--- src/rtl/pwm_clock_gen_multi.sv ---
// Multi-channel phase-aligned clock/enable generator with per-channel duty and glitch-free shadow reload.
// Latency: 1 clk from enable (with period!=0) to first registered clk_out/period_start.
// Backpressure: none; period/duty inputs are sampled only at period boundaries or on start from IDLE.
//
// Ports:
//   clk, rst           rising-edge clock, asynchronous active-high reset
//   enable             level-sensitive run request
//   period             period length in clk cycles (0 = disabled)
//   duty               packed per-channel high counts, channel i = duty[i*WIDTH +: WIDTH]
//   clk_out            registered channel waveforms
//   period_start       high during count 0 of every period
//   busy               high while running or draining
module pwm_clock_gen_multi #(
  parameter int WIDTH     = 8,
  parameter int NCH       = 4,
  parameter int STOP_MODE = 0
) (
  input  logic                 clk,
  input  logic                 rst,
  input  logic                 enable,
  input  logic [WIDTH-1:0]     period,
  input  logic [NCH*WIDTH-1:0] duty,
  output logic [NCH-1:0]       clk_out,
  output logic                 period_start,
  output logic                 busy
);

  typedef enum logic [1:0] {
    IDLE  = 2'd0,
    RUN   = 2'd1,
    DRAIN = 2'd2
  } state_t;

  state_t               state_q, state_d;
  logic [WIDTH-1:0]     cnt_q, cnt_d;
  logic [WIDTH-1:0]     period_sh_q, period_sh_d;
  logic [NCH*WIDTH-1:0] duty_sh_q, duty_sh_d;
  logic [NCH-1:0]       clk_out_q, clk_out_d;
  logic                 period_start_q, period_start_d;

  logic                 wrap;
  logic                 start_ok;

  // period_sh is never 0 outside IDLE, so the subtraction cannot underflow where it matters.
  assign wrap     = (cnt_q == period_sh_q - 1'b1);
  assign start_ok = enable && (period != '0);

  // State register
  always_ff @(posedge clk or posedge rst) begin
    if (rst) begin
      state_q        <= IDLE;
      cnt_q          <= '0;
      period_sh_q    <= '0;
      duty_sh_q      <= '0;
      clk_out_q      <= '0;
      period_start_q <= 1'b0;
    end else begin
      state_q        <= state_d;
      cnt_q          <= cnt_d;
      period_sh_q    <= period_sh_d;
      duty_sh_q      <= duty_sh_d;
      clk_out_q      <= clk_out_d;
      period_start_q <= period_start_d;
    end
  end

  // Next-state: counter, shadows and FSM
  always_comb begin
    state_d     = state_q;
    cnt_d       = cnt_q;
    period_sh_d = period_sh_q;
    duty_sh_d   = duty_sh_q;
    case (state_q)
      IDLE: begin
        if (start_ok) begin
          state_d     = RUN;
          cnt_d       = '0;
          period_sh_d = period;
          duty_sh_d   = duty;
        end
      end
      RUN: begin
        if (wrap) begin
          cnt_d = '0;
          if (start_ok) begin
            period_sh_d = period;
            duty_sh_d   = duty;
          end else begin
            state_d = IDLE;
          end
        end else if (!enable) begin
          if (STOP_MODE == 0) begin
            state_d = IDLE;
            cnt_d   = '0;
          end else begin
            state_d = DRAIN;
            cnt_d   = cnt_q + 1'b1;
          end
        end else begin
          cnt_d = cnt_q + 1'b1;
        end
      end
      DRAIN: begin
        if (wrap) begin
          state_d = IDLE;
          cnt_d   = '0;
        end else begin
          cnt_d = cnt_q + 1'b1;
        end
      end
      default: begin
        state_d = IDLE;
        cnt_d   = '0;
      end
    endcase
  end

  // Outputs are computed from the next count and next shadow duty so that the
  // registered waveform matches the count during the same cycle.
  always_comb begin
    clk_out_d      = '0;
    period_start_d = 1'b0;
    if (state_d != IDLE) begin
      period_start_d = (cnt_d == '0);
      for (int i = 0; i < NCH; i++) begin
        clk_out_d[i] = (cnt_d < duty_sh_d[i*WIDTH +: WIDTH]);
      end
    end
  end

  assign clk_out      = clk_out_q;
  assign period_start = period_start_q;
  assign busy         = (state_q != IDLE);

endmodule

--- config.mk ---
export PLATFORM = sky130hd
export DESIGN_NAME = pwm_clock_gen_multi
export DESIGN_NICKNAME = d
export VERILOG_FILES = /design/src/rtl/pwm_clock_gen_multi.sv
export SDC_FILE = /design/constraint.sdc
export NUM_CORES = 1
export LEC_CHECK = 0
export ABC_CLOCK_PERIOD_IN_PS = 3300
export BUFFER_PORTS_ARGS = -buffer_cell sky130_fd_sc_hd__buf_4
export CORE_MARGIN = 2
export CORE_UTILIZATION = 50
export DETAILED_ROUTE_END_ITERATION = 8
export MAX_ROUTING_LAYER = met4
export PLACE_DENSITY = 0.74
export SYNTH_ARGS = -nofsm -noshare
export SYNTH_HDL_FRONTEND = slang
export SYNTH_SLANG_ARGS = --single-unit
--- constraint.sdc ---
create_clock -name clk -period 3.3 [get_ports clk]
set_input_delay 0.165 -clock clk [delete_from_list [all_inputs] [get_ports clk]]
set_output_delay 0.165 -clock clk [all_outputs]
set_load 0.005 [all_outputs]
==> results of run 1 <==
==> cell usage after synthesis, types with 2 or more instances <==
master and count:
nand3b_1 2, xnor2_1 5, nand2_1 20, mux2i_1 28, or2_2 2, mux2_2 10
xor2_1 7, a311oi_1 2, nor3_1 3, a31oi_1 2, a21oi_1 9, nor3b_1 3
nor2b_1 4, o21a_1 2, nand4_1 5, o21ai_0 15, buf_2 8, a221oi_1 2
nor4_1 3, a21o_1 6, inv_1 35, dfrtp_1 55, nor3_2 2, nor2_1 10
o2111ai_1 2, a211o_1 2, a221oi_2 2, nand3_1 5, a2bb2oi_1 2, ha_1 30
o21bai_1 2
==> worst max-delay path, stage by stage (launching register included) <==
cell      delay, ns
dfrtp_1        0.39
inv_2          0.06
ha_4           0.16
nor3b_4        0.16
and3_4         0.20
o31ai_4        0.28
a221oi_2       0.11
or2_4          0.30
buf_6          0.13
nor3b_1        0.22
a21o_1         0.23
buf_4          0.16
ha_1           0.22
nand4_1        0.08
a21oi_1        0.06
a21oi_1        0.14
nand2_1        0.07
a311oi_1       0.19
==> sequential cells by signal (all words and copies together), names as in the netlist <==
name	flops
duty_sh_q	32
cnt_q	8
period_sh_q	8
clk_out	4
state_q	2
period_start	1
==> what timing repair did <==
action                                  in CTS  in global routing
hold buffers                                 0                  0
pin swaps                                    1                 23
endpoints found under the setup margin       4                  4
resized for setup                            3                 38
setup buffers                                1                  4
cloned                                       0                  1
==> layout make-up <==
type | instances | area share, %
multi-input cells | 204 | 43.5
clock inverters | 2 | 0.838
flip-flops and latches | 55 | 32.9
well taps | 77 | 2.30
repair buffers | 82 | 15.2
inverters | 36 | 3.23
clock buffers | 6 | 1.98
==> stage by stage <==
| step | utilization [%] | hold WS, ns | TNS, ns |
|---|---|---|---|
| 6_report | 66.6 | 0.0671 | 0 |
| 4_1_cts | 63.7 | 0.0874 | 0 |
| 5_1_grt | 66.6 | 0.0893 | -0.639 |
| 2_1_floorplan | - | 0.282 | 0 |
| 3_3_place_gp | 61.4 | 0.407 | 0 |
| 3_5_place_dp | 61.4 | 0.409 | -0.100 |
==> logic make-up after synthesis <==
group	Yosys count	synth area share (%)
buf+inv	46	6.03
compound gates	54	12.0
simple gates	69	12.0
mux	38	12.2
xor+xnor	12	3.27
flops	55	42.8
fa+ha+maj	30	11.7
==> power by group <==
group / internal [mW] / switching [mW] / total [mW]
Combinational: 0.610 / 0.611 / 1.22
Sequential: 0.939 / 0.150 / 1.09
Clock: 0.246 / 0.215 / 0.461
==> path summary, 6_finish.rpt <==
check | slack (ns) | depth (start not counted) | from | endpoint
min in group clk | 0.09 | 3 | period[0] | period_sh_q[0]$_DFFE_PP0P_
setup reg to reg | 0.04 | 17 | period_sh_q[1]$_DFFE_PP0P_ | clk_out[2]$_DFF_PP0_
hold / removal | 0.07 | 2 | rst | duty_sh_q[15]$_DFF_PP0_
setup / recovery | 0.04 | 17 | period_sh_q[1]$_DFFE_PP0P_ | clk_out[2]$_DFF_PP0_
hold reg to reg | 0.50 | 2 | duty_sh_q[18]$_DFF_PP0_ | duty_sh_q[18]$_DFF_PP0_
max in group asynchronous | 2.51 | 3 | rst | duty_sh_q[24]$_DFF_PP0_
==> metal layers <==
| metal | global-route usage, % | vias up | routed length [um] |
|---|---|---|---|
| met3 | 2.46 | 16 | 292 |
| li1 | - | 1230 | - |
| met4 | 5.43 | 0 | 127 |
| met5 | - | - | 0 |
| met2 | 35.9 | 54 | 3620 |
| met1 | 27.7 | 1221 | 3200 |
==> flow_summary.yaml, run 1 <==
layout:
  stdcell_area_um2: 4180
  drive_gt1_share_pct: 37.1
  multi_input_comb_area_um2: 1820
  fillers: 507
  final_cell_mix: "buf_4, dfrtp_1, inv_1"
  nets: 457
  syn_to_final_growth_pct: 30.1
  register_area_um2: 1380
  fin_cells: 462
  mostFrequentLayoutCell: "buf_4"
  antenna_cells: 0
critical_path:
  worst_setup_path_end_kind: "flop"
  crit_required_ns: 3.51
  startpoint_type: "flop"
  critical_path_arrival_ns: 3.48
  crit_fanout: 5
  critical_path_class: "flop to flop"
power:
  power_mw: 2.77
  power_leakage_nw: 2.05
  peakVddDrop_uv: 414
  pwr_density_cell_nw_per_um2: 663
routing:
  via_count: 2521
  drc_errors: 0
  first_pass_iters: 5
  drtIter0Drc: 131
  drtAntennaViolNets: 0
  wl_per_cell_um: 15.7
  wl_um: 7240
  via_per_inst: 5.46
synthesis:
  avgSynthCellArea_um2: 10.6
  syn_nets: 377
  netlist_instances: 304
  synth_enable_flop_cells: 0
  yosys.area.top_type: "dfrtp_1"
  seq_area_frac_synth_pct: 42.8
  ys_ff_latch: 55
  synth-main-ff-cell: "dfrtp_1"
  synth.area.top_cells: "dfrtp_1, ha_1, mux2i_1"
  synth-async-reset-ratio_pct: 100
  ys_warn_count: 0
  yosysTopAreaCellShare_pct: 42.8
  ys_types: 50
  netlist_area_um2: 3210
timing:
  rsz0062_at_grt: "true"
  clock_skew_ns: 0.00612
  finalMaxSlewViolations: 0
  setup_ws_ns: 0.0356
  finalHoldViolations: 0
  worstMarginPinSlew_ns: 0.934
  finalSetupViolCount: 0
  max_slew_margin_pct: 37.7
  post-route-period-util_pct: 98.9
  max_freq_ghz: 0.306
  fin_crit_ns: 3.26
floorplanning:
  die_x_um: 84.2
  die_h_um: 84.2
  die-area_um2: 7090
  io_pins: 49
  coreArea_um2: 6280
  rows: 29
  initial_core_util_pct: 51.2
flow_run:
  cap_violations: 0
worst_hold_path:
  hold_path.class: "input pin to asynchronous set/reset pin"
clock_tree:
  clk_pin_slew_ns: 0.09
  cts.path.max_buffers: 2
  cts_sinks: 55
  htree_num_levels: 2
  cts_tree: "built"
  clk_latency_ns: 0.31
  cts_buffers: 5
  cts-root-buf: "clkbuf_8"
grt:
  grt_pass1_wl_um: 11800
  grtUsageTotal_pct: 21.3
  grt_max_degree: 45
  grt_pass1_vias: 2574
  antenna_found_initial: 0
  grt_overflow: 0
placed_design:
  dp_cells: 448
  portBuffers: 48
  gp_congestion: 0.820
  pre_cts_ws_ns: -0.0367
  dp_hpwl_um: 5370
  postPlaceCellArea_um2: 3850
run_status:
  status: "completed"
No activity file was read; power rests on OpenSTA's default activity.
==> run 2, diff against run 1 <==
--- a/config.mk
+++ b/config.mk
@@ -8,10 +8,10 @@
 export ABC_CLOCK_PERIOD_IN_PS = 3300
 export BUFFER_PORTS_ARGS = -buffer_cell sky130_fd_sc_hd__buf_4
 export CORE_MARGIN = 2
-export CORE_UTILIZATION = 50
+export CORE_UTILIZATION = 45
 export DETAILED_ROUTE_END_ITERATION = 8
 export MAX_ROUTING_LAYER = met4
-export PLACE_DENSITY = 0.74
+export PLACE_DENSITY = 0.68
 export SYNTH_ARGS = -nofsm -noshare
 export SYNTH_HDL_FRONTEND = slang
 export SYNTH_SLANG_ARGS = --single-unit
==> run 2 against run 1 <==
  * Power decreased by 1.2%
  * Largest power group unchanged
  * Sequential power about the same
  * Hold slack improved by 0.026 ns
  * Largest cell class unchanged
  * Worst setup slack got worse by 0.0081 ns
  * Die area increased by 11%
  * Utilization decreased by 5.3 points
  * Register-to-register slack about the same
==> flow_summary.yaml, run 2 (synthesized netlist as in run 1, its figures left out) <==
run_status:
  status: "completed"
critical_path:
  crit_fanout: 6
  critical_path_depth: 15
  slowest_delay_ns: 0.38
  path_cells: "inv_2, ha_4, nor3b_4, o21a_1, o31ai_4, a221oi_4, or2_4, nor4_4, a21o_1, ha_4, a21o_1, a21o_1, a221oi_2, o2111ai_1, nand2_1"
  reg2reg_depth: 15
  critical_path_arrival_ns: 3.53
  critical_path_class: "flop to flop"
  path_common_cell: "a21o_1"
  crit_required_ns: 3.55
  worst_setup_path_end_kind: "flop"
  startpoint_type: "flop"
  cpLargestDelayFamily: "compound AO/OA/AOI/OAI gates"
  crit_buf_inv: 1
  slowest_stage: "dfrtp_1"
floorplanning:
  rows: 30
  coreArea_um2: 6870
  initial_core_util_pct: 46.8
  die_x_um: 88.5
  io_pins: 49
  die-area_um2: 7830
  die_h_um: 88.5
power:
  p_switching_mw: 1.00
  p_int_mw: 1.73
  p_clk_share_pct: 13.9
  peakVddDrop_uv: 308
  switching_share_pct: 36.7
  seq_power_share_pct: 39.8
  pwr_density_cell_nw_per_um2: 650
  power_frac_comb_pct: 46.3
  power_leakage_nw: 2.05
clock_tree:
  clk_pin_slew_ns: 0.10
  cts_buffers: 5
  cts-root-buf: "clkbuf_8"
  htree_num_levels: 2
  clk_latency_ns: 0.31
  cts_tree: "built"
  cts_sinks: 55
  cts.path.max_buffers: 2
  ctsHoldBuffers: 0
layout:
  antenna_cells: 0
  nets: 457
  fillers: 593
  syn_to_final_growth_pct: 31.0
  fin_cells: 480
  register_area_um2: 1380
  reg_top3: "duty_sh_q (32), cnt_q (8), period_sh_q (8)"
  largest_register_ffs: 32
  multi_input_comb_area_um2: 1840
  largest-register: "duty_sh_q"
  final_cell_mix: "buf_4, dfrtp_1, inv_1"
  drive_gt1_share_pct: 36.5
  mostFrequentLayoutCell: "buf_4"
timing:
  timing.setup.tns_ns: 0
  max_freq_ghz: 0.306
  fin_crit_ns: 3.27
  finalMaxSlewViolations: 0
  setup_ws_ns: 0.0275
  max_slew_margin_pct: 25.1
  worstMarginPinSlew_ns: 1.12
  rsz0062_at_grt: "true"
  hold_ws_ns: 0.0928
  clock_skew_ns: 0.00690
  finalSetupViolCount: 0
  finalHoldViolations: 0
  post-route-period-util_pct: 99.2
placed_design:
  pre_cts_ws_ns: -0.234
  dp_cells: 466
  gp_congestion: 0.838
  dp_hpwl_um: 5610
  portBuffers: 48
routing:
  drc_errors: 0
  drtAntennaViolNets: 0
  drtIter0Drc: 143
  wl_per_cell_um: 15.7
  via_count: 2496
  wl_um: 7520
  via_per_inst: 5.20
  first_pass_iters: 4
grt:
  grt_max_degree: 54
  grtUsageTotal_pct: 21.1
  grt_pass1_vias: 2599
  grt_overflow: 0
  grt_pass1_wl_um: 12300
  antenna_found_initial: 0
worst_hold_path:
  hold_path.class: "input pin to flop"
  hold_depth: 3
flow_run:
  cap_violations: 0
run 2: cell types whose count changed in the layout (fill, tap and decap cells not counted), sizes merged:
| cell | previous run | this run |
|---|---|---|
| bufinv | 1 | 0 |
run 2: worst reg2reg max path: stages, from the launching register on:
cell	delay, ns
dfrtp_1	0.38
inv_2	0.06
ha_4	0.15
nor3b_4	0.15
o21a_1	0.21
o31ai_4	0.30
a221oi_4	0.11
or2_4	0.31
nor4_4	0.15
a21o_1	0.26
ha_4	0.25
a21o_1	0.16
a21o_1	0.18
a221oi_2	0.30
o2111ai_1	0.16
nand2_1	0.10
run 2: final cells by class:
type	instances	share of cell area [%]
inverter	36	3.21
clock inverter	1	0.119
sequential	55	32.7
tap	96	2.85
timing repair buffer	82	15.5
clock buffer	6	1.96
multi-input combinational	204	43.7
run 2: per-stage QoR:
stage / utilization (%) / cell area (um^2) / total power, mW
finish: 61.3 / 4210 / 2.74
global route: 61.3 / 4210 / 2.94
CTS: 58.9 / 4040 / 2.66
detailed placement: 56.5 / 3880 / 2.23
global placement: 56.5 / 3880 / 2.16
floorplan: - / 3230 / 1.82
run 2: worst paths after layout:
kind,startpoint,to,slack [ns]
setup / recovery,period_sh_q[0]$_DFFE_PP0P_,clk_out[1]$_DFF_PP0_,0.03
hold / removal,duty[10],duty_sh_q[10]$_DFF_PP0_,0.09
setup reg to reg,period_sh_q[0]$_DFFE_PP0P_,clk_out[1]$_DFF_PP0_,0.03
hold reg to reg,duty_sh_q[6]$_DFF_PP0_,duty_sh_q[6]$_DFF_PP0_,0.50
max in group asynchronous,rst,period_start$_DFF_PP0_,2.47
min in group asynchronous,rst,duty_sh_q[18]$_DFF_PP0_,0.14
run 2: power by group through the flow:
stage	sequential [mW]	clock [mW]	combinational (mW)
CTS	1.08	0.389	1.18
finish	1.09	0.380	1.27
detailed placement	1.09	0	1.13
global placement	1.08	0	1.08
floorplan	1.06	0	0.762
global route	1.12	0.411	1.41
run 2: repair_timing:
item	in CTS	in global routing
resized for setup	9	31
endpoints found under the setup margin	4	4
pin swaps	4	23
gates cloned	1	0
setup buffers	4	2
run 2: metal layers:
metal  global-route usage (%)  wire (um)  up-vias
met2                     35.3       3630       56
met4                     6.20        167        0
met5                        -          0        -
met1                     26.7       3460     1203
met3                     3.17        262       14
li1                         -          -     1223
==> run 3, diff against run 2 <==
--- a/config.mk
+++ b/config.mk
@@ -7,11 +7,13 @@
 export LEC_CHECK = 0
 export ABC_CLOCK_PERIOD_IN_PS = 3300
 export BUFFER_PORTS_ARGS = -buffer_cell sky130_fd_sc_hd__buf_4
+export CORE_ASPECT_RATIO = 0.7
 export CORE_MARGIN = 2
 export CORE_UTILIZATION = 45
 export DETAILED_ROUTE_END_ITERATION = 8
 export MAX_ROUTING_LAYER = met4
 export PLACE_DENSITY = 0.68
+export SETUP_SLACK_MARGIN = 0.15
 export SYNTH_ARGS = -nofsm -noshare
 export SYNTH_HDL_FRONTEND = slang
 export SYNTH_SLANG_ARGS = --single-unit
==> run 3 against run 2 <==
  * Maximum frequency grew 2.2%
  * Wire length up 5.8%
  * Hold slack worse by 0.0011 ns
  * Via count rose by 0.84%
  * Flip-flop and latch count stayed put
  * Sequential power barely moved
  * Die area grew 0.14%
  * Utilization rose by 1.2 points
  * Final area is 1.2% higher
  * Count of clock-buffer cells in the layout unchanged
  * Power decreased by 0.23%
  * Critical endpoint is now clk_out[2]$_DFF_PP0_
==> flow_summary.yaml, run 3 (synthesized netlist as in run 1, its figures left out) <==
placed_design:
  gp_congestion: 0.841
  dp_hpwl_um: 5750
  portBuffers: 48
  pre_cts_ws_ns: -0.106
grt:
  use_met1_pct: 31.3
  grt_pass1_vias: 2541
  grt_overflow: 0
  antenna_found_initial: 0
  grt_pass1_wl_um: 13000
  grtUsageTotal_pct: 22.5
  use_met2_pct: 33.8
  grt_max_degree: 32
  gr-max-usage-layer: "met2"
  grt_use_met3_pct: 5.45
critical_path:
  crit_required_ns: 3.53
  reg2reg_from: "period_sh_q[1]$_DFFE_PP0P_"
  reg2reg_depth: 18
  cpLargestDelayFamily: "compound AO/OA/AOI/OAI gates"
  startpoint_type: "flop"
  crit_fanout: 4
  ff2ff_setup_slack_ns: 0.1
  critical_path_arrival_ns: 3.43
  regToRegEndpoint: "clk_out[2]$_DFF_PP0_"
  slowest_stage: "dfrtp_1"
  path_cells: "inv_2, ha_4, nor3b_4, and3_4, o31ai_4, a221oi_2, or2_4, buf_6, o21bai_1, a21o_1, buf_6, ha_4, a21oi_4, nor2b_2, o21ai_2, buf_4, nand2_1, a311oi_1"
  slowest_delay_ns: 0.40
  worst_setup_path_end_kind: "flop"
  critical_path_class: "flop to flop"
  crit_buf_inv: 4
clock_tree:
  clk_latency_ns: 0.31
  cts_buffers: 5
  htree_num_levels: 2
  cts_tree: "built"
  cts-root-buf: "clkbuf_8"
  clk_pin_slew_ns: 0.10
  cts.path.max_buffers: 2
  cts_sinks: 55
power:
  switching_share_pct: 37.0
  power_leakage_nw: 2.05
  p_clk_share_pct: 14.2
  seq_power_share_pct: 40.0
  power_frac_comb_pct: 45.8
  peakVddDrop_uv: 370
  p_switching_mw: 1.01
  pwr_density_cell_nw_per_um2: 641
  p_int_mw: 1.72
timing:
  worstMarginPinSlew_ns: 0.669
  finalSetupViolCount: 0
  timing.setup.tns_ns: 0
  max_slew_margin_pct: 55.3
  clock_skew_ns: 0.00891
  finalHoldViolations: 0
  max_freq_ghz: 0.312
  hold_ws_ns: 0.0917
  finalMaxSlewViolations: 0
  rsz0062_at_grt: "true"
  fin_crit_ns: 3.20
  post-route-period-util_pct: 97.0
  setup_ws_ns: 0.0993
routing:
  wl_per_cell_um: 16.6
  drc_errors: 0
  drtAntennaViolNets: 0
  first_pass_iters: 4
  drtIter0Drc: 182
  wl_um: 7950
  via_count: 2517
  via_per_inst: 5.25
layout:
  nets: 458
  fillers: 595
  largest-register: "duty_sh_q"
  antenna_cells: 0
  reg_top3: "duty_sh_q (32), cnt_q (8), period_sh_q (8)"
  syn_to_final_growth_pct: 32.6
  final_cell_mix: "buf_4, dfrtp_1, inv_1"
  largest_register_ffs: 32
  drive_gt1_share_pct: 38.2
  mostFrequentLayoutCell: "buf_4"
floorplanning:
  die-area_um2: 7850
  die_x_um: 105
  io_pins: 49
  die_h_um: 74.7
  rows: 25
  initial_core_util_pct: 47.1
  coreArea_um2: 6820
worst_hold_path:
  hp-start: "period[4]"
  hold_depth: 2
  hold_path.class: "input pin to flop"
  min_to: "period_sh_q[4]$_DFFE_PP0P_"
run_status:
  status: "completed"
flow_run:
  cap_violations: 0
==> run 3: changes by cell type in the layout (fill, tap and decap cells not counted), sizes merged <==
cell and delta:
buf +1, dlygate4sd3 +1, or2 -1
==> run 3: timing repair <==
| item | in CTS | in global routing |
|---|---|---|
| setup buffers | 12 | 2 |
| pin swaps | 21 | 13 |
| gates cloned | 0 | 0 |
| endpoints found under the setup margin | 4 | 4 |
| hold buffers | 1 | 0 |
| resized for setup | 30 | 17 |
| hold endpoints to repair | 30 | 0 |
==> run 3: area by class of cell <==
class	instances	area (um^2)	area share (%)
Inverter	36	135	3.17
Multi-Input combinational cell	203	1870	44.0
Tap cell	94	118	2.76
Clock inverter	1	5.00	0.117
Timing Repair Buffer	84	669	15.7
Sequential cell	55	1380	32.3
Clock buffer	6	82.6	1.94
==> run 3: worst max path at each step <==
stage | slack [ns] | startpoint | cells after the start | end
5_1_grt | -0.06 | period_sh_q[1]$_DFFE_PP0P_ | 18 | clk_out[2]$_DFF_PP0_
2_1_floorplan | 0.15 | period_sh_q[0]$_DFFE_PP0P_ | 17 | clk_out[0]$_DFF_PP0_
3_3_place_gp | -0.06 | period_sh_q[1]$_DFFE_PP0P_ | 15 | clk_out[1]$_DFF_PP0_
6_report | 0.1 | period_sh_q[1]$_DFFE_PP0P_ | 18 | clk_out[2]$_DFF_PP0_
4_1_cts | 0.07 | period_sh_q[1]$_DFFE_PP0P_ | 16 | clk_out[1]$_DFF_PP0_
3_5_place_dp | -0.11 | period_sh_q[1]$_DFFE_PP0P_ | 15 | clk_out[1]$_DFF_PP0_
==> run 3: stage by stage <==
| step | std cells | area, um^2 | util [%] | power (mW) |
|---|---|---|---|---|
| after floorplan | 304 | 3260 | - | 1.83 |
| after global placement | 457 | 3830 | 56.2 | 2.12 |
| after detailed placement | 457 | 3830 | 56.2 | 2.18 |
| after CTS | 477 | 4180 | 61.3 | 2.69 |
| after global routing | 479 | 4260 | 62.5 | 2.95 |
| final | 479 | 4260 | 62.5 | 2.73 |
==> run 3: power by group through the flow <==
stage               clock, mW  combinational [mW]  sequential, mW
floorplan                   0               0.777            1.06
global placement            0                1.04            1.08
detailed placement          0                1.08            1.09
CTS                     0.396                1.20            1.09
global route            0.427                1.40            1.13
finish                  0.388                1.25            1.09
==> run 3: worst register-to-register path, delay by kind of cell (launching register included) <==
| kind | cells | cell delay, ns |
|---|---|---|
| simple gates | 5 | 0.82 |
| fa+ha+maj | 2 | 0.28 |
| compound gates | 7 | 1.13 |
| flops | 1 | 0.40 |
| buf+inv | 4 | 0.48 |
==> run 3: metal layers <==
metal | part of all wire (%) | vias to the layer above
met2 | 45 | 78
met4 | 0.48 | 0
met5 | 0 | -
met1 | 47 | 1211
li1 | - | 1226
met3 | 7.1 | 2
